`config.mk`:
```
export PLATFORM = sky130hd
export DESIGN_NAME = ysyx_22040729_clint
export DESIGN_NICKNAME = d
export VERILOG_FILES = /design/src/rtl/ysyx_22040729_clint.sv
export SDC_FILE = /design/constraint.sdc
export NUM_CORES = 1
export LEC_CHECK = 0
export BUFFER_PORTS_ARGS = -buffer_cell sky130_fd_sc_hd__buf_2
export CORE_ASPECT_RATIO = 1.75
export CORE_MARGIN = 1
export CORE_UTILIZATION = 40
export DETAILED_ROUTE_END_ITERATION = 7
export HOLD_SLACK_MARGIN = 0.15
export PLACE_DENSITY = 0.57
export SKIP_LAST_GASP = 1
export SLEW_MARGIN = 30
export SYNTH_ARGS = -nofsm -noshare
export SYNTH_HDL_FRONTEND = slang
export SYNTH_SLANG_ARGS = --single-unit
```
`constraint.sdc`:
```
create_clock -name clk -period 2.42 [get_ports clk]
set_clock_uncertainty 0.1 [all_clocks]
set_input_delay 0.121 -clock clk [delete_from_list [all_inputs] [get_ports clk]]
set_output_delay 0.121 -clock clk [all_outputs]
set_load 0.02 [all_outputs]
```
`src/rtl/ysyx_22040729_clint.sv`:
```
// Core-local interruptor: msip / mtimecmp / mtime behind a one-outstanding valid/ready bus.
// Optional mtime prescaler enabled by defining YSYX_22040729_CLINT_PRESCALE_EN (TICK_DIV cycles per tick).
module ysyx_22040729_clint #(
  parameter int DATA_WIDTH = 64,
  parameter int TICK_DIV   = 2
) (
  input  logic                    clk,
  input  logic                    rst,
  input  logic                    req_valid,
  output logic                    req_ready,
  input  logic                    req_wen,
  input  logic [15:0]             req_addr,
  input  logic [DATA_WIDTH-1:0]   req_wdata,
  input  logic [DATA_WIDTH/8-1:0] req_wstrb,
  output logic                    rsp_valid,
  input  logic                    rsp_ready,
  output logic [DATA_WIDTH-1:0]   rsp_rdata,
  output logic                    rsp_err,
  output logic                    tirp_o,
  output logic                    sirp_o
);

  typedef enum logic {
    S_IDLE,
    S_RESP
  } state_e;

  // Word indices (byte offset >> 3) of the mapped registers.
  localparam logic [12:0] MSIP_IDX     = 13'h0000;
  localparam logic [12:0] MTIMECMP_IDX = 13'h0800;
  localparam logic [12:0] MTIME_IDX    = 13'h17FF;

  state_e                  state_q, state_d;
  logic [DATA_WIDTH-1:0]   mtime_q, mtime_d;
  logic [DATA_WIDTH-1:0]   mtimecmp_q, mtimecmp_d;
  logic                    msip_q, msip_d;
  logic [DATA_WIDTH-1:0]   rdata_q, rdata_d;
  logic                    err_q, err_d;

  logic                    accept;
  logic                    wr_en;
  logic [12:0]             word_idx;
  logic                    hit_msip, hit_mtimecmp, hit_mtime, mapped;
  logic [DATA_WIDTH-1:0]   rd_val;
  logic                    tick;
  logic                    mtime_wr;
  logic                    addr_unused;

  assign addr_unused = ^req_addr[2:0];

  function automatic logic [DATA_WIDTH-1:0] merge_bytes(
    input logic [DATA_WIDTH-1:0]   old_val,
    input logic [DATA_WIDTH-1:0]   new_val,
    input logic [DATA_WIDTH/8-1:0] strb
  );
    logic [DATA_WIDTH-1:0] res;
    res = old_val;
    for (int b = 0; b < DATA_WIDTH / 8; b++) begin
      if (strb[b]) res[b*8 +: 8] = new_val[b*8 +: 8];
    end
    return res;
  endfunction

  assign word_idx     = req_addr[15:3];
  assign hit_msip     = (word_idx == MSIP_IDX);
  assign hit_mtimecmp = (word_idx == MTIMECMP_IDX);
  assign hit_mtime    = (word_idx == MTIME_IDX);
  assign mapped       = hit_msip | hit_mtimecmp | hit_mtime;

  assign accept   = req_valid && (state_q == S_IDLE);
  assign wr_en    = accept && req_wen;
  assign mtime_wr = wr_en && hit_mtime;

`ifdef YSYX_22040729_CLINT_PRESCALE_EN
  localparam int PW = (TICK_DIV > 1) ? $clog2(TICK_DIV) : 1;

  logic [PW-1:0] presc_q, presc_d;

  assign tick = (presc_q == PW'(TICK_DIV - 1));

  always_comb begin
    presc_d = presc_q + PW'(1);
    if (mtime_wr || tick) presc_d = '0;
  end

  always_ff @(posedge clk) begin
    if (!rst) presc_q <= '0;
    else      presc_q <= presc_d;
  end
`else
  localparam int tick_div_unused = TICK_DIV;

  assign tick = 1'b1;
`endif

  // Reads see the pre-edge register values, so a same-cycle tick is not visible.
  always_comb begin
    rd_val = '0;
    if (hit_msip)          rd_val = {{(DATA_WIDTH-1){1'b0}}, msip_q};
    else if (hit_mtimecmp) rd_val = mtimecmp_q;
    else if (hit_mtime)    rd_val = mtime_q;
  end

  // NOTE: every always_comb output gets a default first so no path leaves it unassigned (no latches).
  always_comb begin
    state_d    = state_q;
    rdata_d    = rdata_q;
    err_d      = err_q;
    mtime_d    = mtime_q;
    mtimecmp_d = mtimecmp_q;
    msip_d     = msip_q;

    unique case (state_q)
      S_IDLE: begin
        if (accept) begin
          state_d = S_RESP;
          rdata_d = req_wen ? '0 : rd_val;
          err_d   = !mapped;
        end
      end
      S_RESP: begin
        if (rsp_ready) state_d = S_IDLE;
      end
      default: state_d = S_IDLE;
    endcase

    if (tick) mtime_d = mtime_q + DATA_WIDTH'(1);
    // A software write to mtime overrides the increment in the same cycle.
    if (mtime_wr) mtime_d = merge_bytes(mtime_q, req_wdata, req_wstrb);

    if (wr_en && hit_mtimecmp) mtimecmp_d = merge_bytes(mtimecmp_q, req_wdata, req_wstrb);
    if (wr_en && hit_msip && req_wstrb[0]) msip_d = req_wdata[0];
  end

  // NOTE: state registers use non-blocking assignments so every flop samples pre-edge values.
  always_ff @(posedge clk) begin
    if (!rst) begin
      state_q    <= S_IDLE;
      mtime_q    <= '0;
      mtimecmp_q <= '1;
      msip_q     <= 1'b0;
      rdata_q    <= '0;
      err_q      <= 1'b0;
    end else begin
      state_q    <= state_d;
      mtime_q    <= mtime_d;
      mtimecmp_q <= mtimecmp_d;
      msip_q     <= msip_d;
      rdata_q    <= rdata_d;
      err_q      <= err_d;
    end
  end

  assign req_ready = (state_q == S_IDLE);
  assign rsp_valid = (state_q == S_RESP);
  assign rsp_rdata = rdata_q;
  assign rsp_err   = err_q;
  assign tirp_o    = (mtime_q >= mtimecmp_q);
  assign sirp_o    = msip_q;

endmodule

```
# [After elaboration in Yosys (flattened, before gate mapping)]
# Index checks and enable logic that the tools add are counted.
[word_totals] inputBits=93 ff_bits=195 elab_cells=68
[classes] eq_ne=10 addsub=1 reduce_logical=17 n_lt_le_gt_ge=1 n_bitwise=3 n_mux=16
[op_table] operator="2-to-1 mux 64 bit" n=5
[op_table] operator="adder 64 x 1 -> 64 bit (second input constant)" n=1
[op_table] operator=">= comparator 64 bit" n=1
[op_table] operator="2-to-1 mux 8 bit" n=8
[op_table] operator="AND reduction 2 bit" n=9
[op_table] operator="inequality test 2 bit (second input constant)" n=8
[op_table] operator="== test 13 x 12 -> 1 bit (second input constant)" n=1
[op_table] operator="== test 13 bit (second input constant)" n=1
[op_table] operator="logical NOT 13 bit" n=1
[op_table] operator="logical AND 1 bit" n=6
[op_table] operator="2-to-1 mux 1 bit" n=2
[op_table] operator="OR 1 bit" n=2
[op_table] operator="case mux 1 bit (2 select lines)" n=1
[op_table] operator="logical NOT 1 bit" n=1
[op_table] operator="NOT 1 bit" n=1

# [Logic depth before layout (Yosys ltp)]
[depth] word_depth=5 ltp_mapped=9 depth_no_buf=7

# [Least setup slack after synthesis]
# Ideal clock, no wire load.
[synth_path] kind="register to register" from="register mtime_q[1]" to="register mtime_q[32]" arrival_time_ns=2.046 period_less_slack_ns=2.251 setup_ns=0.106 stages_incl_launch_ff=8 setup_slack_ns=0.169 required_time_ns=2.214 cell_sequence="dfxtp_1 -> ha_1 -> nand3_1 -> buf_2 -> or4_4 -> nor4_1 -> a41oi_1 -> o311ai_0"
[synth_via] elab_chain_len=2
[synth_lines] item="start: declaration" line="34" rtl="logic [DATA_WIDTH-1:0] mtime_q, mtime_d;"
[synth_lines] item="start signal: assignment" line="146" rtl="mtime_q <= mtime_d;"
[synth_lines] item="adder 64 x 1 -> 64 bit" line="127" rtl="if (tick) mtime_d = mtime_q + DATA_WIDTH'(1);"
[synth_lines] item="2-to-1 mux 64 bit" line="129" rtl="if (mtime_wr) mtime_d = merge_bytes(mtime_q, req_wdata, req_wstrb);"
# No other way between the ends.
# A chain may end at the register's enable or synchronous reset.

# [Worst setup path after layout]
[layout_path] from="register mtimecmp_q[0]" to="output tirp_o"
[layout_via] elab_chain_len=1
[layout_lines] item="start: declaration" line="35" rtl="logic [DATA_WIDTH-1:0] mtimecmp_q, mtimecmp_d;"
[layout_lines] item="start signal: assignment" line="147" rtl="mtimecmp_q <= mtimecmp_d;"
[layout_lines] item=">= comparator 64 bit" line="158" rtl="assign tirp_o = (mtime_q >= mtimecmp_q);"
[layout_lines] item="end: declaration" line="19" rtl="output logic tirp_o,"
# No other way between the ends.

==> qor.log <==
qor: status.status finished, violations left
qor: status.failed_checks negative setup slack
qor: yosys.synth-edff-count 0
qor: cells_and_area.filler_cell_count 2614
qor: routing.routed_wirelength 42100 um
qor: sta.period_share 1.11
qor: yosys.yosys_warnings 0
qor: grt.grt_antenna_before_repair 0
qor: floorplan.initial_core_util 0.409
qor: cts.worstSkewPairLatency 0.48 ns
qor: critical_path.cp-end-kind output port
qor: grt.grt_pass1_vias 12300
qor: routing.routed_via_density 5.96
qor: sta.totalNegativeSetupSlack -0.274 ns
qor: critical_path.cp_max_fanout 2
qor: grt.grt_remaining_overflow 0
qor: pwr.power.combinational.fraction 0.083
qor: critical_path.criticalPathCategory reg2out
qor: sta.timing.hold.ws 0.157 ns
qor: routing.post_drt_wl_per_cell 20.1 um
qor: routing.drt-initial-drc-count 778
qor: sta.finalHoldViolations 0
qor: critical_path.crit_required 2.20 ns
qor: pwr.leakage_power_of_the_design 6.57 nW
qor: pwr.seq_power_share 0.482
qor: placement.port-buffer-count 158
qor: sta.setup_viol 1
qor: sta.finalCriticalPeriod 2.69 ns
qor: job.cap_violations 0
qor: cts.clock_tree_from_tritoncts built
qor: yosys.syn-cell-area 0.0115 sq mm
qor: cells_and_area.final_core_util 0.559
qor: yosys.synth-seq-area-share 0.340
qor: grt.grt_start_max_net_pins 105
qor: cts.clock_sink_count 195
qor: critical_path.critPathMaxStageDelay 0.39 ns
qor: pwr.power.density 426 mW/mm^2
qor: cells_and_area.flow.area_growth_from_synthesis 36.4%
qor: placement.dp_hpwl 29500 um
qor: pwr.clkPwrFrac 0.435
qor: min_path.min_path_type in2reg
qor: critical_path.timing.critical_path.max_delay_family compound AO/OA/AOI/OAI gates
qor: sta.rsz_0062_raised_after_global_routing yes
qor: cells_and_area.share_of_cells_above_drive_strength_1 0.272
qor: grt.grt_pass1_wl 64900 um
qor: pwr.fin_total_pwr 0.00668 W
qor: pwr.vdd.ir_drop.worst 520 uV
qor: routing.route.detailed.drc 0
qor: sta.slew_headroom 0.506
qor: critical_path.critical_path.startpoint_type register
qor: critical_path.critical-path-slowest-cell sky130_fd_sc_hd__o311a_1
qor: yosys.synth-main-ff-cell sky130_fd_sc_hd__dfxtp_1
qor: floorplan.dieWidth 130 um
qor: sta.tightestPinTransition 0.741 ns
qor: cells_and_area.antenna_cells_inserted 0
qor: cts.clock-root-buffer sky130_fd_sc_hd__clkbuf_16
qor: routing.drt_first_pass_iters 6
qor: yosys.ys_async_sr_fraction 0
qor: pwr.net-switching-power 0.00167 W
qor: grt.grt_usage 0.287
qor: sta.final_max_slew_viol_count 0
qor: cts.clkSlewWorstSetupHoldPaths 0.07 ns
qor: floorplan.die_h 226 um
qor: critical_path.critical_path_arrival 2.47 ns
qor: floorplan.floorplan.rows 81
qor: critical_path.reg2reg_slack 0.03 ns
qor: yosys.synthesis.nets 1552
qor: pwr.sw_ratio 0.250
qor: sta.postLayoutSetupSlackWorst -0.274 ns
qor: sta.fmax 371 MHz
qor: cells_and_area.design.final.nets 1873
qor: yosys.synthDistinctLibCells 79
qor: cts.max-clock-path-buffers 2
qor: floorplan.core-area 0.0281 sq mm
qor: yosys.syn-instance-count 1394
qor: yosys.syn_area_per_cell 8.25 sq um
qor: floorplan.design.portCount 162
qor: yosys.count_of_state_elements_after_synthesis 195
qor: critical_path.worstPathBufferInverterCount 1
qor: placement.gpl.final_weighted_congestion 0.890
qor: cts.num_cts_buffers 17
qor: cts.cts-htree-levels 4
qor: routing.ant_nets 0
qor: pwr.internal_power 0.00501 W
qor: routing.dr_total_vias 12500
qor: critical_path.cp_cell_sequence ha_4, nand2b_4, a2111oi_4, nor4_4, o311a_1, a211o_1, buf_6
qor: floorplan.die_area 0.0294 sq mm
synthesized netlist by cell type, drive strengths merged (18+ instances only):
cell,number,area share
a21oi,70,0.030
nor2,98,0.033
o21ai,41,0.018
dfxtp,195,0.34
clkbuf,75,0.025
a31oi,21,0.011
nand4,55,0.034
nor4,34,0.027
nand2,130,0.042
a2bb2oi,66,0.050
nand3,61,0.029
nor3,20,0.012
and3,18,0.0098
buf,37,0.016
a22oi,78,0.051
o211ai,69,0.045
ha,65,0.071
inv,87,0.028
layout make-up:
type	instances	area (sq um)	area share
Timing Repair Buffer	413	3110	0.198
Clock buffer	19	443	0.0282
Inverter	87	328	0.0209
Tap cell	373	467	0.0298
Multi-Input combinational cell	1001	7260	0.463
Sequential cell	195	3940	0.251
Clock inverter	12	134	0.00854
through the flow:
stage,std cells,setup slack (ns),cell area [sq um]
after global placement,1961,-0.00632,13600
after detailed placement,1961,-0.0169,13600
after CTS,2094,-0.245,15400
after floorplan,1394,0.169,11500
final,2100,-0.274,15700
after global routing,2100,-0.380,15700
kinds of logic after synthesis:
kind of cell	Yosys count	share of synthesized area
AOI/OAI and AO/OA	433	0.271
xor gates and xnor gates	5	0.00381
adders and majority gates	65	0.0708
buffers and inverters	199	0.0697
DFF	195	0.340
muxes	20	0.0179
and+or+nand+nor	477	0.228
worst reg2reg max path, cell delays in order, from the launching register on:
cell and delay, ns:
sky130_fd_sc_hd__dfxtp_2 0.34, sky130_fd_sc_hd__buf_6 0.10, sky130_fd_sc_hd__buf_4 0.13, sky130_fd_sc_hd__nand4_2 0.22
sky130_fd_sc_hd__nor4b_4 0.40, sky130_fd_sc_hd__nand2_2 0.17, sky130_fd_sc_hd__or4b_1 0.53, sky130_fd_sc_hd__a31oi_1 0.30
power by group through the flow:
stage / Combinational [W] / Clock, W / Sequential (W)
final: 0.000555 / 0.00290 / 0.00322
after floorplan: 0.000189 / 0 / 0.00330
after CTS: 0.000545 / 0.00296 / 0.00322
after global routing: 0.000591 / 0.00306 / 0.00322
after global placement: 0.000428 / 0 / 0.00330
after detailed placement: 0.000428 / 0 / 0.00330
worst paths after layout:
check,startpoint,end,cells after the start
max,mtimecmp_q[0],tirp_o,7
min,req_addr[14],sirp_o,5
max reg2reg,mtime_q[1],mtime_q[29],7
min reg2reg,rsp_rdata[0],rsp_rdata[0],2
sequential cells by signal (all words and copies together), names as in the netlist:
register / count
rsp_rdata: 64
mtimecmp_q: 64
sirp_o: 1
rsp_valid: 1
mtime_q: 64
rsp_err: 1
placed cells by master, fill, tap and decap left out, types with 11 or more instances in the layout:
master                          netlist  final
sky130_fd_sc_hd__and3_1              18     14
sky130_fd_sc_hd__nor3_1              13     12
sky130_fd_sc_hd__a31oi_1             21     21
sky130_fd_sc_hd__inv_1               87     79
sky130_fd_sc_hd__nand4_1             51     51
sky130_fd_sc_hd__nor2_1              96     96
sky130_fd_sc_hd__buf_2               16    157
sky130_fd_sc_hd__nand2_1            130    128
sky130_fd_sc_hd__buf_12               0     12
sky130_fd_sc_hd__clkbuf_16            0     17
sky130_fd_sc_hd__ha_4                 0     16
sky130_fd_sc_hd__nand3_1             58     56
sky130_fd_sc_hd__a2bb2oi_1           66     66
sky130_fd_sc_hd__a21oi_1             70     65
sky130_fd_sc_hd__mux2i_1             16     16
sky130_fd_sc_hd__dfxtp_1            195    170
sky130_fd_sc_hd__or4_1               11     11
sky130_fd_sc_hd__a22oi_1             78     78
sky130_fd_sc_hd__buf_4                4    144
sky130_fd_sc_hd__dfxtp_2              0     24
sky130_fd_sc_hd__o211ai_1            69     69
sky130_fd_sc_hd__o21ai_0             40     35
sky130_fd_sc_hd__nor4_1              24     20
sky130_fd_sc_hd__ha_1                65     48
sky130_fd_sc_hd__dlygate4sd3_1        0     98
layer usage:
metal	GRT usage	up-vias	wire, um
met3	0.0326	127	1490
met2	0.535	407	22500
li1	-	5922	-
met4	0.172	0	2320
met1	0.302	6051	15800
met5	0	-	0
timing repair:
| item | in CTS | in global routing |
|---|---|---|
| pin swaps | 20 | 12 |
| hold endpoints to repair | 131 | 0 |
| gates resized for setup | 64 | 42 |
| cloned | 0 | 1 |
| setup buffers | 4 | 5 |
| setup endpoints to repair | 3 | 25 |
| hold buffers | 98 | 0 |
Power figures use the tool's default switching activity.
